--- src/rtl/div_period_meter_pkg.sv ---
// div_period_meter_pkg: shared FSM state encoding and default counter width
package div_period_meter_pkg;
  typedef enum logic [1:0] {IDLE = 2'd0, ARM = 2'd1, MEASURE = 2'd2} state_e;
  localparam int CNT_W_DEF = 16;
endpackage

--- src/rtl/div_period_meter_if.sv ---
// div_period_meter_if: stimulus and measurement results of the period meter
interface div_period_meter_if #(parameter int CNT_W = 16);
  logic             sig_in;
  logic             meas_en;
  logic [CNT_W-1:0] period;
  logic [CNT_W-1:0] high_time;
  logic             meas_valid;
  logic             ovf;
  logic             busy;
  modport master (output sig_in, meas_en, input period, high_time, meas_valid, ovf, busy);
  modport slave  (input sig_in, meas_en, output period, high_time, meas_valid, ovf, busy);
endinterface

--- src/rtl/sync_edge_det.sv ---
// sync_edge_det: optional synchronizer chain plus rising-edge detector
module sync_edge_det #(parameter int SYNC_STAGES = 2) (
  input  logic clk,
  input  logic rst,
  input  logic d_i,
  output logic s_o,
  output logic rise_o
);
  logic s_d_q;
  generate
    if (SYNC_STAGES == 0) begin : g_bypass
      assign s_o = d_i;
    end else begin : g_sync
      logic [SYNC_STAGES-1:0] sync_q;
      always_ff @(posedge clk) begin
        if (rst) sync_q <= '0;
        else begin
          sync_q[0] <= d_i;
          for (int i = 1; i < SYNC_STAGES; i++) sync_q[i] <= sync_q[i-1];
        end
      end
      assign s_o = sync_q[SYNC_STAGES-1];
    end
  endgenerate
  always_ff @(posedge clk) s_d_q <= rst ? 1'b0 : s_o;
  assign rise_o = s_o & ~s_d_q;
endmodule

--- src/rtl/div_period_meter.sv ---
// div_period_meter: measures rise-to-rise period and high time of sig_in in sys_clk cycles
module div_period_meter
  import div_period_meter_pkg::*;
#(
  parameter int CNT_W       = CNT_W_DEF,
  parameter int SYNC_STAGES = 2
) (
  input logic              sys_clk,
  input logic              sys_rst,
  div_period_meter_if.slave bus
);
  localparam logic [CNT_W-1:0] MAX = '1;
  state_e           state_q, state_d;
  logic [CNT_W-1:0] per_q, per_d, hi_q, hi_d, period_q, period_d, high_q, high_d;
  logic             sat_q, sat_d, ovf_q, ovf_d, valid_q, valid_d, s, rise;
  sync_edge_det #(.SYNC_STAGES(SYNC_STAGES)) u_sync (
    .clk(sys_clk), .rst(sys_rst), .d_i(bus.sig_in), .s_o(s), .rise_o(rise)
  );
  always_ff @(posedge sys_clk) begin
    if (sys_rst) begin
      state_q  <= IDLE;
      per_q    <= '0;
      hi_q     <= '0;
      sat_q    <= 1'b0;
      period_q <= '0;
      high_q   <= '0;
      ovf_q    <= 1'b0;
      valid_q  <= 1'b0;
    end else begin
      state_q  <= state_d;
      per_q    <= per_d;
      hi_q     <= hi_d;
      sat_q    <= sat_d;
      period_q <= period_d;
      high_q   <= high_d;
      ovf_q    <= ovf_d;
      valid_q  <= valid_d;
    end
  end
  // meas_en dropping takes priority over a coincident rise
  always_comb begin
    state_d  = state_q;
    per_d    = per_q;
    hi_d     = hi_q;
    sat_d    = sat_q;
    period_d = period_q;
    high_d   = high_q;
    ovf_d    = ovf_q;
    valid_d  = 1'b0;
    if (state_q != IDLE && !bus.meas_en) begin
      state_d = IDLE;
      per_d   = '0;
      hi_d    = '0;
      sat_d   = 1'b0;
    end else if (state_q == IDLE) begin
      state_d = bus.meas_en ? ARM : IDLE;
    end else if (rise) begin
      if (state_q == MEASURE) begin
        period_d = per_q;
        high_d   = hi_q;
        ovf_d    = sat_q;
        valid_d  = 1'b1;
      end
      state_d = MEASURE;
      per_d   = {{(CNT_W-1){1'b0}}, 1'b1};
      hi_d    = {{(CNT_W-1){1'b0}}, 1'b1};
      sat_d   = 1'b0;
    end else if (state_q == MEASURE) begin
      per_d = (per_q == MAX) ? MAX : per_q + 1'b1;
      hi_d  = (hi_q == MAX || !s) ? hi_q : hi_q + 1'b1;
      sat_d = sat_q | (per_q == MAX) | (s & (hi_q == MAX));
    end
  end
  assign bus.period     = period_q;
  assign bus.high_time  = high_q;
  assign bus.ovf        = ovf_q;
  assign bus.meas_valid = valid_q;
  assign bus.busy       = state_q != IDLE;
endmodule

--- src/flat_wrapper.sv ---
// flat-port wrapper written by rule: the top's interface ports become plain ports
module div_period_meter_flat import div_period_meter_pkg::*;
#(
  parameter int CNT_W       = CNT_W_DEF,
  parameter int SYNC_STAGES = 2
)
  (sys_clk, sys_rst, bus_sig_in, bus_meas_en, bus_period, bus_high_time, bus_meas_valid, bus_ovf, bus_busy);
  div_period_meter_if #(.CNT_W(CNT_W)) bus_i ();
  input logic sys_clk;
  input logic sys_rst;
  input wire logic [$bits(bus_i.sig_in)-1:0] bus_sig_in;
  input wire logic [$bits(bus_i.meas_en)-1:0] bus_meas_en;
  output wire logic [$bits(bus_i.period)-1:0] bus_period;
  output wire logic [$bits(bus_i.high_time)-1:0] bus_high_time;
  output wire logic [$bits(bus_i.meas_valid)-1:0] bus_meas_valid;
  output wire logic [$bits(bus_i.ovf)-1:0] bus_ovf;
  output wire logic [$bits(bus_i.busy)-1:0] bus_busy;
  assign bus_i.sig_in = bus_sig_in;
  assign bus_i.meas_en = bus_meas_en;
  assign bus_period = bus_i.period;
  assign bus_high_time = bus_i.high_time;
  assign bus_meas_valid = bus_i.meas_valid;
  assign bus_ovf = bus_i.ovf;
  assign bus_busy = bus_i.busy;
  div_period_meter #(.CNT_W(CNT_W), .SYNC_STAGES(SYNC_STAGES)) u_core (.sys_clk(sys_clk), .sys_rst(sys_rst), .bus(bus_i));
endmodule
--- config.mk ---
export PLATFORM = sky130hd
export DESIGN_NAME = div_period_meter_flat
export DESIGN_NICKNAME = d
export VERILOG_FILES = /design/src/rtl/div_period_meter_pkg.sv /design/src/rtl/div_period_meter_if.sv /design/src/rtl/sync_edge_det.sv /design/src/rtl/div_period_meter.sv /design/src/flat_wrapper.sv
export SDC_FILE = /design/constraint.sdc
export NUM_CORES = 1
export LEC_CHECK = 0
export ABC_CLOCK_PERIOD_IN_PS = 2000
export CORE_MARGIN = 1.5
export CORE_UTILIZATION = 25
export CTS_BUF_LIST = sky130_fd_sc_hd__clkbuf_4
export CTS_CLUSTER_SIZE = 20
export DETAILED_ROUTE_END_ITERATION = 7
export PLACE_DENSITY = 0.47
export SLEW_MARGIN = 25
export SYNTH_ARGS = -nofsm -noshare
export SYNTH_HDL_FRONTEND = slang
export SYNTH_SLANG_ARGS = --single-unit
export TNS_END_PERCENT = 20
--- constraint.sdc ---
create_clock -name sys_clk -period 2 [get_ports sys_clk]
set_input_delay 0.3 -clock sys_clk [delete_from_list [all_inputs] [get_ports sys_clk]]
set_output_delay 0.3 -clock sys_clk [all_outputs]
set_load 0.005 [all_outputs]
==> flow_metrics.env, run 1 <==
export IMPL_finalHoldViolations=0
export IMPL_synthArstFlopShare=0
export IMPL_power_density_mw_per_mm2=555
export IMPL_coreArea_mm2=0.0122
export IMPL_num_vias=3086
export IMPL_floorplan_initialDensity=0.260
export IMPL_fin_crit_sh=0.959
export IMPL_clock_sinks=72
export IMPL_syn_avg_cell_area_um2=7.84
export IMPL_dp_hpwl_um=6610
export IMPL_rr_endpoint="u_core.hi_q[2]"
export IMPL_routed_wirelength_um=8870
export IMPL_p_clk_frac=0.339
export IMPL_drv_slew=0
export IMPL_syn_nets=411
export IMPL_ff2ff_path_depth=7
export IMPL_worst_pin_slew_ns=0.647
export IMPL_fin_area_mm2=0.00425
export IMPL_skew_ns=0.00893
export IMPL_yosysSeqAreaShare=0.454
export IMPL_ios=39
export IMPL_netlist_instances=405
export IMPL_intPower_mw=1.77
export IMPL_synth_simple_gate_area_frac=0.264
export IMPL_cts_setup_buffers=0
export IMPL_ir_drop_mv=0.187
export IMPL_grt_pass1_wl_um=14400
export IMPL_yosys_warnings=0
export IMPL_syn_cell_area_mm2=0.00318
export IMPL_min_to="u_core.u_sync.g_sync.sync_q[0]"
export IMPL_drt_iter0_markers=215
export IMPL_die_area_mm2=0.0134
export IMPL_start_kind="register"
export IMPL_hold_depth=2
export IMPL_area_delta_synth_final_pct=33.9
export IMPL_dpl_cell_area_mm2=0.00406
export IMPL_power_switching_mw=0.589
export IMPL_htree_levels=3
export IMPL_routabilityCongestion=0.830
export IMPL_synth_top_family_by_area="simple AND/OR/NAND/NOR gates"
export IMPL_wl_per_cell_um=13.6
export IMPL_grt_overflow=0
export IMPL_finalSetupViolCount=0
export IMPL_ys_ff_latch=72
export IMPL_rsz0062_at_grt="yes"
export IMPL_remaining_drc_errors=0
export IMPL_r2r_slack_ns=0.08
export IMPL_slew_headroom=0.567
export IMPL_synth_area_mux_share=0.00946
export IMPL_worstPathRequired_ns=2.32
export IMPL_power_mw=2.36
export IMPL_hold_buffers=0
export IMPL_cts_tree="built"
export IMPL_seqPwrFrac=0.611
export IMPL_outcome="completed"
export IMPL_synth_cell_types=54
export IMPL_min_from="bus_sig_in"
export IMPL_clk_latency_ns=0.42
export IMPL_routed_via_density=4.72
export IMPL_grt_pass1_vias=2876
export IMPL_hold_path_class="in2reg"
export IMPL_synth_edf_count=0
export IMPL_antenna_found_initial=1
export IMPL_switching_share=0.249
export IMPL_ctsRootBufferMaster="clkbuf_4"
export IMPL_synth_xor_area_frac=0.0138
export IMPL_die_h_um=116
export IMPL_crit_arrival_ns=2.24
export IMPL_power_leakage_nw=1.45
export IMPL_fmax_mhz=522
export IMPL_layout_drive_gt1_share=0.196
export IMPL_nNetsFinal=486
export IMPL_r2r_start="u_core.hi_q[1]"
export IMPL_crit_type="reg2reg"
export IMPL_crit_path_end_kind="register"
export IMPL_period_minus_slack_ns=1.92
export IMPL_portBuffers=38
export IMPL_synthAdderAreaFrac=0.00788
export IMPL_dr_pass1_iters=4
export IMPL_synthFlopType="dfxtp_1"
export IMPL_cts_buffer_depth=2
export IMPL_combPwrFrac=0.049
export IMPL_die_w_um=116
export IMPL_cap_viol_max_count=0
export IMPL_final_antenna_net_count=0
export IMPL_row_count=40
export IMPL_clk_pin_slew_ns=0.12
export IMPL_path_max_fanout=7
export IMPL_grt_total_usage=0.140
export IMPL_grt_start_max_net_pins=27
export IMPL_cts_buffers_inserted=9
export IMPL_synth_compound_area_frac=0.210
==> per-stage QoR <==
step	utilization	TNS (ns)	hold slack, ns	std cells	worst slack (ns)
global route	0.348	-0.0718	0.412	654	-0.0310
finish	0.348	0	0.413	654	0.0830
detailed placement	0.332	-0.0955	0.432	637	-0.0411
floorplan	-	0	0.414	405	0.0163
CTS	0.343	0	0.380	653	0.00360
global placement	0.332	0	0.434	637	0.0139
==> cells by family (layout without fill, tap and decap cells) <==
logic type      count (synthesis)  after routing
flops                          72             72
mux                             3              3
xor+xnor                        5              5
fa+ha+maj                       2              2
buf+inv                        31            111
other cells                     0              1
compound gates                110            110
simple gates                  182            182
==> layout by cell type (no fill, tap or decap), drive strengths merged, types with 3 or more instances in the layout <==
| master | Yosys | routed |
|---|---|---|
| nor3 | 7 | 7 |
| xor2 | 3 | 3 |
| nor3b | 3 | 3 |
| and3 | 7 | 7 |
| or4 | 4 | 4 |
| nand2 | 88 | 88 |
| clkbuf | 17 | 12 |
| o31ai | 3 | 3 |
| dfxtp | 72 | 72 |
| nand4 | 7 | 7 |
| o21ai | 22 | 22 |
| inv | 6 | 6 |
| clkdlybuf4s50 | 0 | 38 |
| nand3 | 15 | 15 |
| clkinv | 0 | 3 |
| nor2 | 35 | 35 |
| mux2i | 3 | 3 |
| buf | 8 | 51 |
| a21oi | 55 | 55 |
| a31oi | 9 | 9 |
| nor2b | 5 | 5 |
==> per-layer routing <==
metal	wire length, um	track usage
met5	0	0
met4	106	0.0602
met3	239	0.0267
met2	3840	0.203
met1	4680	0.201
==> power groups by stage <==
stage | clock (mW) | combinational [mW] | sequential, mW
6_report | 0.801 | 0.116 | 1.44
5_1_grt | 0.893 | 0.127 | 1.44
4_1_cts | 0.843 | 0.113 | 1.44
3_5_place_dp | 0 | 0.112 | 1.48
3_3_place_gp | 0 | 0.113 | 1.48
2_1_floorplan | 0 | 0.0622 | 1.47
==> layout make-up <==
type	instances	area [um^2]
multi-input combinational	302	1680
antenna	1	2.50
clock buffer	12	90.1
inverter	6	22.5
tap	168	210
clock inverter	4	21.3
fill	1351	7960
sequential	72	1450
timing repair buffer	89	779
==> sequential cells by signal, indices dropped and copies added (netlist names), 2 cells and up <==
name,count
u_core.bus.high_time,16
u_core.hi_q,16
u_core.per_q,16
u_core.bus.period,16
u_core.u_sync.g_sync.sync_q,2
u_core.state_q,2
==> synth_stat cells (5+ instances only) <==
cell type	count	area, um^2
a21oi_1	52	260
a31oi_1	9	56.3
and3_1	7	43.8
buf_2	5	25.0
clkbuf_1	16	60.1
dfxtp_1	72	1440
inv_1	6	22.5
nand2_1	88	330
nand3_1	15	75.1
nand4_1	6	37.5
nor2_1	32	120
nor2b_1	5	31.3
nor3_1	7	35.0
o21ai_0	16	80.1
o21ai_1	5	25.0
==> critical path: stages, from the launching register on <==
cell	delay (ns)
dfxtp_2	0.37
ha_4	0.14
and4_4	0.22
or4b_4	0.49
buf_4	0.19
o211ai_1	0.20
xor2_1	0.17
nor2_1	0.05
==> worst max-delay path by stage <==
stage | depth (start not counted) | start | endpoint | slack [ns]
floorplan | 8 | u_core.hi_q[0] | u_core.hi_q[0] | 0.02
global placement | 7 | u_core.per_q[1] | u_core.per_q[5] | 0.01
detailed placement | 7 | u_core.hi_q[1] | u_core.hi_q[8] | -0.04
CTS | 7 | u_core.hi_q[1] | u_core.hi_q[9] | 0.004
global route | 6 | u_core.per_q[1] | u_core.per_q[0] | -0.03
finish | 7 | u_core.hi_q[1] | u_core.hi_q[2] | 0.08
==> what timing repair did <==
action | CTS | global route
pin swaps | 0 | 3
resized for setup | 4 | 15
endpoints found under the setup margin | 8 | 21
No activity file was read; power rests on OpenSTA's default activity.
==> inputs of run 2 (changes only) <==
--- a/config.mk
+++ b/config.mk
@@ -5,13 +5,13 @@
 export SDC_FILE = /design/constraint.sdc
 export NUM_CORES = 1
 export LEC_CHECK = 0
-export ABC_CLOCK_PERIOD_IN_PS = 2000
+export ABC_CLOCK_PERIOD_IN_PS = 2100
 export CORE_MARGIN = 1.5
 export CORE_UTILIZATION = 25
 export CTS_BUF_LIST = sky130_fd_sc_hd__clkbuf_4
 export CTS_CLUSTER_SIZE = 20
 export DETAILED_ROUTE_END_ITERATION = 7
-export PLACE_DENSITY = 0.47
+export PLACE_DENSITY = 0.45
 export SLEW_MARGIN = 25
 export SYNTH_ARGS = -nofsm -noshare
 export SYNTH_HDL_FRONTEND = slang
==> constraint.sdc (replaced) <==
create_clock -name sys_clk -period 2.1 [get_ports sys_clk]
set_input_delay 0.315 -clock sys_clk [delete_from_list [all_inputs] [get_ports sys_clk]]
set_output_delay 0.315 -clock sys_clk [all_outputs]
set_load 0.005 [all_outputs]
==> flow_metrics.env, run 2 (same netlist as run 1, synthesis figures left out) <==
export IMPL_hold_path_class="in2reg"
export IMPL_clk_pin_slew_ns=0.11
export IMPL_cp_top_family="simple AND/OR/NAND/NOR gates"
export IMPL_worst_pin_slew_ns=0.571
export IMPL_grt_use_met2=0.206
export IMPL_dr_pass1_iters=4
export IMPL_final_common_cell="nand2_1"
export IMPL_final_cell_mix="88 x nand2_1, 71 x dfxtp_1, 52 x a21oi_1"
export IMPL_crit_buf_inv=1
export IMPL_cap_viol_max_count=0
export IMPL_period_minus_slack_ns=2.01
export IMPL_outcome="completed"
export IMPL_use_met1=0.200
export IMPL_die_h_um=116
export IMPL_die_w_um=116
export IMPL_fin_crit_sh=0.955
export IMPL_ir_drop_mv=0.224
export IMPL_clock_sinks=72
export IMPL_remaining_drc_errors=0
export IMPL_portBuffers=38
export IMPL_finalHoldViolations=0
export IMPL_dp_hpwl_um=6310
export IMPL_crit_slowest_cell="or4b_4"
export IMPL_htree_levels=3
export IMPL_cts_tree="built"
export IMPL_skew_ns=0.0118
export IMPL_grt_start_max_net_pins=35
export IMPL_drv_slew=0
export IMPL_finalSetupViolCount=0
export IMPL_path_max_fanout=7
export IMPL_grt_total_usage=0.144
export IMPL_ctsRootBufferMaster="clkbuf_4"
export IMPL_num_vias=3038
export IMPL_cts_buffers_inserted=9
export IMPL_routed_wirelength_um=8660
export IMPL_final_antenna_net_count=0
export IMPL_clk_latency_ns=0.46
export IMPL_area_delta_synth_final_pct=30.9
export IMPL_hold_buffers=0
export IMPL_busiest_layer="met2"
export IMPL_cts_buffer_depth=2
export IMPL_routed_via_density=4.68
export IMPL_row_count=40
export IMPL_grt_pass1_wl_um=14500
export IMPL_routabilityCongestion=0.858
export IMPL_grt_overflow=0
export IMPL_cpPeakStageDelay_ns=0.49
export IMPL_crit_arrival_ns=2.36
export IMPL_antenna_found_initial=1
export IMPL_crit_path_end_kind="register"
export IMPL_layout_drive_gt1_share=0.165
export IMPL_slew_headroom=0.618
export IMPL_wl_per_cell_um=13.3
export IMPL_coreArea_mm2=0.0122
export IMPL_worstPathRequired_ns=2.46
export IMPL_nFillCells=1347
export IMPL_crit_type="reg2reg"
export IMPL_path_cells="ha_1 -> and4_1 -> or4b_4 -> buf_4 -> nor2_2 -> nor2_1 -> a311oi_1"
export IMPL_start_kind="register"
export IMPL_nNetsFinal=481
export IMPL_r2r_slack_ns=0.09
export IMPL_floorplan_initialDensity=0.260
export IMPL_fmax_mhz=499
export IMPL_power_mw=2.36
export IMPL_dp_cells=632
export IMPL_cts_setup_buffers=0
export IMPL_power_leakage_nw=1.42
export IMPL_drt_iter0_markers=254
export IMPL_die_area_mm2=0.0134
export IMPL_grt_pass1_vias=2849
export IMPL_finalNonFillerCells=649
export IMPL_grt_use_met3=0.0340
export IMPL_power_density_mw_per_mm2=567
export IMPL_ios=39
==> run 2: area by class of cell <==
| class | instances | area (um^2) | share of cell area |
|---|---|---|---|
| inverter | 6 | 22.5 | 0.00542 |
| tap | 168 | 210 | 0.0506 |
| antenna | 1 | 2.50 | 0.000602 |
| multi-input combinational | 302 | 1620 | 0.391 |
| clock buffer | 11 | 82.6 | 0.0199 |
| timing repair buffer | 84 | 726 | 0.175 |
| sequential | 72 | 1440 | 0.347 |
| clock inverter | 5 | 47.5 | 0.0114 |
==> run 2: final timing paths <==
check / from / endpoint / cells after the start
setup / recovery: u_core.hi_q[1] / u_core.hi_q[9] / 7
hold / removal: bus_sig_in / u_core.u_sync.g_sync.sync_q[0] / 2
setup reg to reg: u_core.hi_q[1] / u_core.hi_q[9] / 7
hold reg to reg: u_core.u_sync.g_sync.sync_q[0] / u_core.u_sync.g_sync.sync_q[1] / 1
==> run 2: timing repair <==
item                                   in CTS  in global routing
pin swaps                                   0                  1
setup endpoints to repair                   1                  9
resized for setup                           1                  6
endpoints found under the hold margin       0                  0
==> run 2: where the power goes <==
group	switching [mW]	total, mW	internal, mW
registers	0.00508	1.38	1.37
logic	0.0652	0.106	0.0407
clock network	0.497	0.876	0.378
total	0.568	2.36	1.79
==> run 2: metal layers <==
| layer | routed length [um] | share of wire |
|---|---|---|
| met5 | 0 | 0 |
| met4 | 205 | 0.024 |
| met3 | 455 | 0.053 |
| met2 | 3720 | 0.43 |
| met1 | 4280 | 0.49 |
==> run 2: worst register-to-register path, cell delays in order (launching register included) <==
cell      delay (ns)
dfxtp_1         0.35
ha_1            0.17
and4_1          0.26
or4b_4          0.49
buf_4           0.18
nor2_2          0.13
nor2_1          0.09
a311oi_1        0.24
==> run 2: per-stage QoR <==
step	utilization	setup slack, ns	hold slack [ns]	instance area (um^2)	TNS, ns
3_5_place_dp	0.328	0.0314	0.421	4000	0
3_3_place_gp	0.328	0.0256	0.423	4000	0
5_1_grt	0.340	-0.0154	0.388	4160	-0.0154
4_1_cts	0.339	0.0366	0.363	4140	0
2_1_floorplan	-	0.0597	0.414	3180	0
6_report	0.340	0.0949	0.400	4160	0
